<file path="src/rtl/wide_add_sequencer.sv">
// Wide unsigned adder controller: drives one shared SLICE_BITS-wide adder
// LSB slice first, one slice per clock, with a start/busy/done handshake.
module wide_add_sequencer #(
  parameter int unsigned SLICE_BITS = 4,
  parameter int unsigned NUM_SLICES = 4,
  localparam int unsigned W         = SLICE_BITS * NUM_SLICES
) (
  input  logic                  clk,
  input  logic                  n_rst,
  input  logic                  start,
  input  logic [W-1:0]          a,
  input  logic [W-1:0]          b,
  input  logic                  carry_in,
  output logic                  busy,
  output logic                  done,
  output logic [W-1:0]          sum,
  output logic                  overflow,
  output logic [SLICE_BITS-1:0] add_a,
  output logic [SLICE_BITS-1:0] add_b,
  output logic                  add_carry_in,
  input  logic [SLICE_BITS-1:0] add_sum,
  input  logic                  add_overflow
);

  localparam int unsigned IDX_W = (NUM_SLICES > 1) ? $clog2(NUM_SLICES) : 1;
  localparam logic [IDX_W-1:0] LAST_IDX = IDX_W'(NUM_SLICES - 1);

  localparam logic [1:0] IDLE = 2'd0;
  localparam logic [1:0] CALC = 2'd1;
  localparam logic [1:0] DONE = 2'd2;

  logic [1:0]       state;
  logic [IDX_W-1:0] idx;
  logic             carry;
  logic [W-1:0]     a_reg;
  logic [W-1:0]     b_reg;

  always_ff @(posedge clk or negedge n_rst) begin
    if (!n_rst) begin
      state    <= IDLE;
      idx      <= '0;
      carry    <= 1'b0;
      a_reg    <= '0;
      b_reg    <= '0;
      sum      <= '0;
      overflow <= 1'b0;
    end else begin
      case (state)
        IDLE: begin
          if (start) begin
            a_reg <= a;
            b_reg <= b;
            carry <= carry_in;
            sum   <= '0;
            idx   <= '0;
            state <= CALC;
          end
        end
        CALC: begin
          sum[idx*SLICE_BITS +: SLICE_BITS] <= add_sum;
          carry <= add_overflow;
          idx   <= idx + 1'b1;
          if (idx == LAST_IDX) begin
            overflow <= add_overflow;
            state    <= DONE;
          end
        end
        DONE:    state <= IDLE;
        default: state <= IDLE;
      endcase
    end
  end

  // The shared adder sees zeros whenever this controller is not calculating.
  always_comb begin
    add_a        = '0;
    add_b        = '0;
    add_carry_in = 1'b0;
    if (state == CALC) begin
      add_a        = a_reg[idx*SLICE_BITS +: SLICE_BITS];
      add_b        = b_reg[idx*SLICE_BITS +: SLICE_BITS];
      add_carry_in = carry;
    end
  end

  assign busy = (state == CALC) || (state == DONE);
  assign done = (state == DONE);

endmodule

</file>
<file path="config.mk">
export PLATFORM = sky130hd
export DESIGN_NAME = wide_add_sequencer
export DESIGN_NICKNAME = d
export VERILOG_FILES = /design/src/rtl/wide_add_sequencer.sv
export SDC_FILE = /design/constraint.sdc
export NUM_CORES = 1
export LEC_CHECK = 0
export ABC_AREA = 1
export BUFFER_PORTS_ARGS = -buffer_cell sky130_fd_sc_hd__buf_2
export CORE_AREA = 4 4 75 77
export CTS_BUF_LIST = sky130_fd_sc_hd__clkbuf_8 sky130_fd_sc_hd__clkbuf_16
export DETAILED_ROUTE_END_ITERATION = 7
export DIE_AREA = 0 0 79 81
export PLACE_DENSITY = 0.79
export REMOVE_ABC_BUFFERS = 1
export SYNTH_ARGS = -nofsm -noshare
export SYNTH_HDL_FRONTEND = slang
export SYNTH_SLANG_ARGS = --single-unit
</file>
<file path="constraint.sdc">
create_clock -name clk -period 2.5 [get_ports clk]
set_clock_uncertainty 0.05 [all_clocks]
set_input_delay 0.125 -clock clk [delete_from_list [all_inputs] [get_ports clk]]
set_output_delay 0.125 -clock clk [all_outputs]
set_load 0.01 [all_outputs]
</file>
==> After elaboration in Yosys (flattened, before gate mapping) <==
Index checks and enable logic that the tools add are counted.
{ "totals": {"ff_bits": 54, "latch_bits": 0, "ramBits": 0, "mem_bits_ro": 0, "inputBits": 41, "output_inout_bits": 28, "wordCells": 38, "memories": 0} }
{ "op_classes": {"n_addsub": 2, "mul": 0, "div": 0, "magnitude_cmp": 0, "eq_ne": 5, "shift": 4, "muxes": 13, "bitwise_logic": 0, "reduce_logical": 7} }
{ "ops": {"columns": ["cell", "count"], "rows": [
  ["$neg A4 Y34", 1],
  ["$shift A4 B34 Y16 const A", 1],
  ["$shiftx A4 B34 Y16", 1],
  ["$pmux W16 S2", 1],
  ["$shiftx A16 B5 Y4", 2],
  ["$bwmux W16", 1],
  ["$mux W16", 1],
  ["$mux W4", 2],
  ["$pmux W2 S2", 2],
  ["$reduce_and A2 Y1", 4],
  ["$mux W2", 3],
  ["$eq A2 B2 Y1 const B", 2],
  ["$ne A2 B2 Y1 const B", 2],
  ["$add A2 B1 Y2 const B", 1],
  ["$eq A2 B1 Y1 const B", 1],
  ["$logic_not A2 Y1", 1],
  ["$mux W1", 2],
  ["$pmux W1 S2", 1],
  ["$reduce_bool A2 Y1", 1],
  ["$logic_or A1 B1 Y1", 1]
]} }

==> Logic depth before layout (Yosys ltp) <==
{ "depth": {"word_depth": 4, "ltp_mapped": 9, "mapped_depth_nobuf": 8} }

==> Worst setup path after synthesis <==
No wires, ideal clock.
{ "synth_timing": {"path_kind": "reg2reg", "start": "register idx[1]", "end": "register sum[0]", "setup_ns": 0.065, "arrival_time_ns": 1.511, "path_slack_ns": 0.874, "stages_incl_launch_ff": 9, "period_less_slack_ns": 1.626, "cell_sequence": "dfrtp_1 -> buf_2 -> clkinv_1 -> ha_1 -> inv_1 -> nand3_1 -> nor2_1 -> nand2_1 -> nand2_1"} }
{ "synth_between": {"elab_chain_cells": 4, "word_cells_on_any_way": 5} }
{ "synth_rtl": {"columns": ["element", "line_no", "source"], "rows": [
  ["from (decl)", "33", "logic [IDX_W-1:0] idx;"],
  ["from (signal assigned)", "62", "idx <= idx + 1'b1;"],
  ["$neg A4 Y34 *", "60", "sum[idx*SLICE_BITS +: SLICE_BITS] <= add_sum;"],
  ["$shiftx A4 B34 Y16 / $shift A4 B34 Y16 (equally long branches)", "60", null],
  ["$bwmux W16 *", "60", null],
  ["$pmux W16 S2 *", "48", "case (state)"],
  ["to (signal, indexed assignment)", "60", null],
  ["to (decl)", "16", "output logic [W-1:0] sum,"]
]} }
Mark *: on every way between the ends. The rest lies on a longest branch, timed or not.
A chain may end at the register's enable or synchronous reset.

==> Final worst setup path <==
{ "layout_timing": {"start": "register state[1]", "end": "output port add_b[1]"} }
{ "layout_between": {"elab_chain_cells": 2} }
{ "layout_rtl": {"columns": ["element", "line_no", "source"], "rows": [
  ["from (decl)", "32", "logic [1:0] state;"],
  ["from (signal assigned)", "40", "state <= IDLE;"],
  ["from (signal assigned)", "56", "state <= CALC;"],
  ["from (signal assigned)", "65", "state <= DONE;"],
  ["$eq A2 B1 Y1", "79", "if (state == CALC) begin"],
  ["$mux W4", "79", null],
  ["to (decl)", "19", "output logic [SLICE_BITS-1:0] add_b,"]
]} }
Every way passes these cells.

==> parameters.txt <==
Parameter                              Value

STA
  Setup repair after global routing missed its margin    false
  Endpoints failing setup    0
  Min Tclk post-route    ~2.0 ns
  Worst rel slew slack    0.4425
  Fmax    between 0.5 and 0.6 GHz
  Max Slew Vio Count    0
  Count of final hold-check violations    0
  Fin crit share    0.7922
  Transition time of the tightest slew-check pin    0.8362 ns
  Final total negative setup slack    0 ns

Worst setup path
  Logic depth of the worst register-to-register path    7
  Category of the most critical setup path    reg2out
  Start of the worst register-to-register path    state[1]
  Max Fanout on Critical Path    17
  Minimum setup slack among reg-to-reg paths    between 0.5 and 0.6 ns
  Data required time at the worst endpoint    2.33 ns
  CP Capture Type    output port
  Critical path data arrival time    roughly 1.8 ns
  End of the worst register-to-register path    sum[15]
  Crit path launch type    flip-flop

Synth
  Syn Area/Cell    roughly 7.5 um^2
  Netlist Area Pre-Place    approximately 0.0028 mm^2
  Cells after synthesis    ~370
  Yosys warning count    0
  Flip-flop and latch count after synthesis    54
  Register area share after synthesis    0.4898
  Post-synth cell types    17

Global routing
  Total routing usage reported by global routing    0.1947
  Wire length of the first global-routing pass    between 10 and 15 mm
  Antenna violations before repair    0
  Maximum number of pins on one net before global-route repair    65
  Vias in the first global route    2400
  GRT overflow    0

Status
  Run status    complete, no violations

Clocking
  Number of buffers created by CTS    5
  Clock Sinks    54
  Number of levels in the clock H-tree    2
  Clock input transition at the sequential cells of the worst setup and hold paths    0.09 ns
  Clock root cell    sky130_fd_sc_hd__clkbuf_8
  TritonCTS clock tree    done
  Buffers from clock root to sink, at most    2
  Clock latency reported for the late side of the worst-skew pair    ~0.3 ns
  Gates resized, CTS repair    0

Power and ir drop
  Highest ir drop seen on vdd    about 0.60 mV
  P per Cell Area    ~1000 mW/mm^2
  Leakage    roughly 1.9 nW

Routing
  Number of DRC markers in iteration 0    ~160
  Antenna viol nets, final    0
  Total iterations of the first detailed-routing run    4
  Routed vias/inst    ~4.7
  Number of vias after detailed routing    between 2000 and 2500
  Detail-routed net length per standard cell    around 11 um
  Count of unresolved DRC violations after routing    0
  Total wirelength of the detailed-routed design    between 5 and 6 mm

Layout
  Layout area overhead    16.24%
  Commonest non-fill, non-tap cell in the layout    sky130_fd_sc_hd__nand2_1
  NumNets Final    484
  Most frequent cells in the layout    sky130_fd_sc_hd__nand2_1, sky130_fd_sc_hd__buf_2, sky130_fd_sc_hd__nor2_1
  Layout cell share with drive strength beyond 1    0.1894
  Antenna cell count    0
  Post-route cell area    0.003207 mm^2

Floorplanning
  X dimension of the die    between 70 and 80 um
  Count of pins on the block boundary    69
  Row count    26
  Chip height    81 um
  Die area    0.006399 mm^2
  Area of the placeable core    0.005010 mm^2
  Effective utilization at floorplan    0.5507

Worst hold path
  Hold Path Sink    a_reg[3]
  Cell depth of the worst hold path    3
  Startpoint of the worst hold path    a[3]
  Path class of the lowest-slack min-delay path    in2reg

Placed design
  Post-DP Area    0.003120 mm^2
  Placed wire-length estimate after detailed placement    4.181 mm
  Final Wtd Congestion    roughly 0.8
  Port Buffer Count    just under 70

Flow run
  Max-cap violations    0
## cells by family (layout without fill, tap and decap cells)
family / Yosys count / in the layout / synth area share
buf+inv: 63 / 130 / 0.1052
flops: 54 / 54 / 0.4898
simple gates: 193 / 193 / 0.2748
fa+ha+maj: 10 / 10 / 0.04535
compound gates: 46 / 46 / 0.08481
## area by class of cell
cell class	instances	area, um^2
fillers	498	1803
flip-flops and latches	54	1351
multi-input cells	249	1120
clock inverters	2	7.507
inverters	49	183.9
well taps	70	87.58
repair buffers	74	387.9
clock buffers	5	68.82
## synthesized netlist by cell type
cell	instances	area [um^2]
sky130_fd_sc_hd__nor2_1	57	214.0
sky130_fd_sc_hd__a21oi_1	40	200.2
sky130_fd_sc_hd__nand3_1	25	125.1
sky130_fd_sc_hd__ha_1	10	125.1
sky130_fd_sc_hd__o21ai_2	1	8.760
sky130_fd_sc_hd__o21ai_0	5	25.02
sky130_fd_sc_hd__clkbuf_1	1	3.750
sky130_fd_sc_hd__nand2_2	1	6.260
sky130_fd_sc_hd__buf_4	3	22.52
sky130_fd_sc_hd__nand2_1	110	412.9
sky130_fd_sc_hd__buf_1	1	3.750
sky130_fd_sc_hd__inv_1	47	176.4
sky130_fd_sc_hd__clkinv_1	1	3.750
sky130_fd_sc_hd__inv_2	1	3.750
sky130_fd_sc_hd__buf_2	4	20.02
sky130_fd_sc_hd__buf_6	5	56.30
sky130_fd_sc_hd__dfrtp_1	54	1351
## where the power goes
part	internal (W)	total, W	leakage, nW	switching (W)
registers	0.00119	0.00131	0.645	0.000122
logic	0.000531	0.00158	1.16	0.00105
clock network	0.000186	0.000449	0.0466	0.000264
## worst max path at each step
stage	startpoint	slack, ns	cells after the start	to
global route	state[1]	0.32	7	sum[15]
finish	state[1]	0.52	5	add_b[1]
floorplan	state[0]	0.19	7	sum[10]
global placement	state[1]	0.61	7	sum[2]
detailed placement	state[1]	0.55	7	sum[15]
CTS	state[1]	0.50	5	add_b[1]
## routing by layer
layer / vias to the layer above / global-route usage / part of all wire
met2: 51 / 0.3569 / 0.49
li1: 1244 / - / -
met5: - / 0 / 0
met3: 7 / 0.02993 / 0.050
met1: 1084 / 0.2418 / 0.45
met4: 0 / 0.04639 / 0.011
## what timing repair did
item	4_1_cts	5_1_grt
endpoints found under the hold margin	36	0
setup buffers	0	0
hold buffers	1	0
## worst max-delay path, stage by stage (launching register included)
cell                      delay [ns]
sky130_fd_sc_hd__dfrtp_1        0.41
sky130_fd_sc_hd__inv_1          0.11
sky130_fd_sc_hd__ha_1           0.38
sky130_fd_sc_hd__inv_2          0.23
sky130_fd_sc_hd__a21oi_1        0.21
sky130_fd_sc_hd__buf_2          0.16
## through the flow
stage               total power (W)  setup WS, ns  hold WS (ns)    util  instances
floorplan                  0.002426        0.1884       -0.2206       -        352
global placement           0.002867        0.6125        0.2251  0.6229        495
detailed placement         0.002923        0.5485        0.2146  0.6229        495
CTS                        0.003381        0.5004       0.01224  0.6401        503
global route               0.003677        0.3233       0.01251  0.6401        503
finish                     0.003340        0.5195       0.01262  0.6401        503
Power figures use the tool's default switching activity.
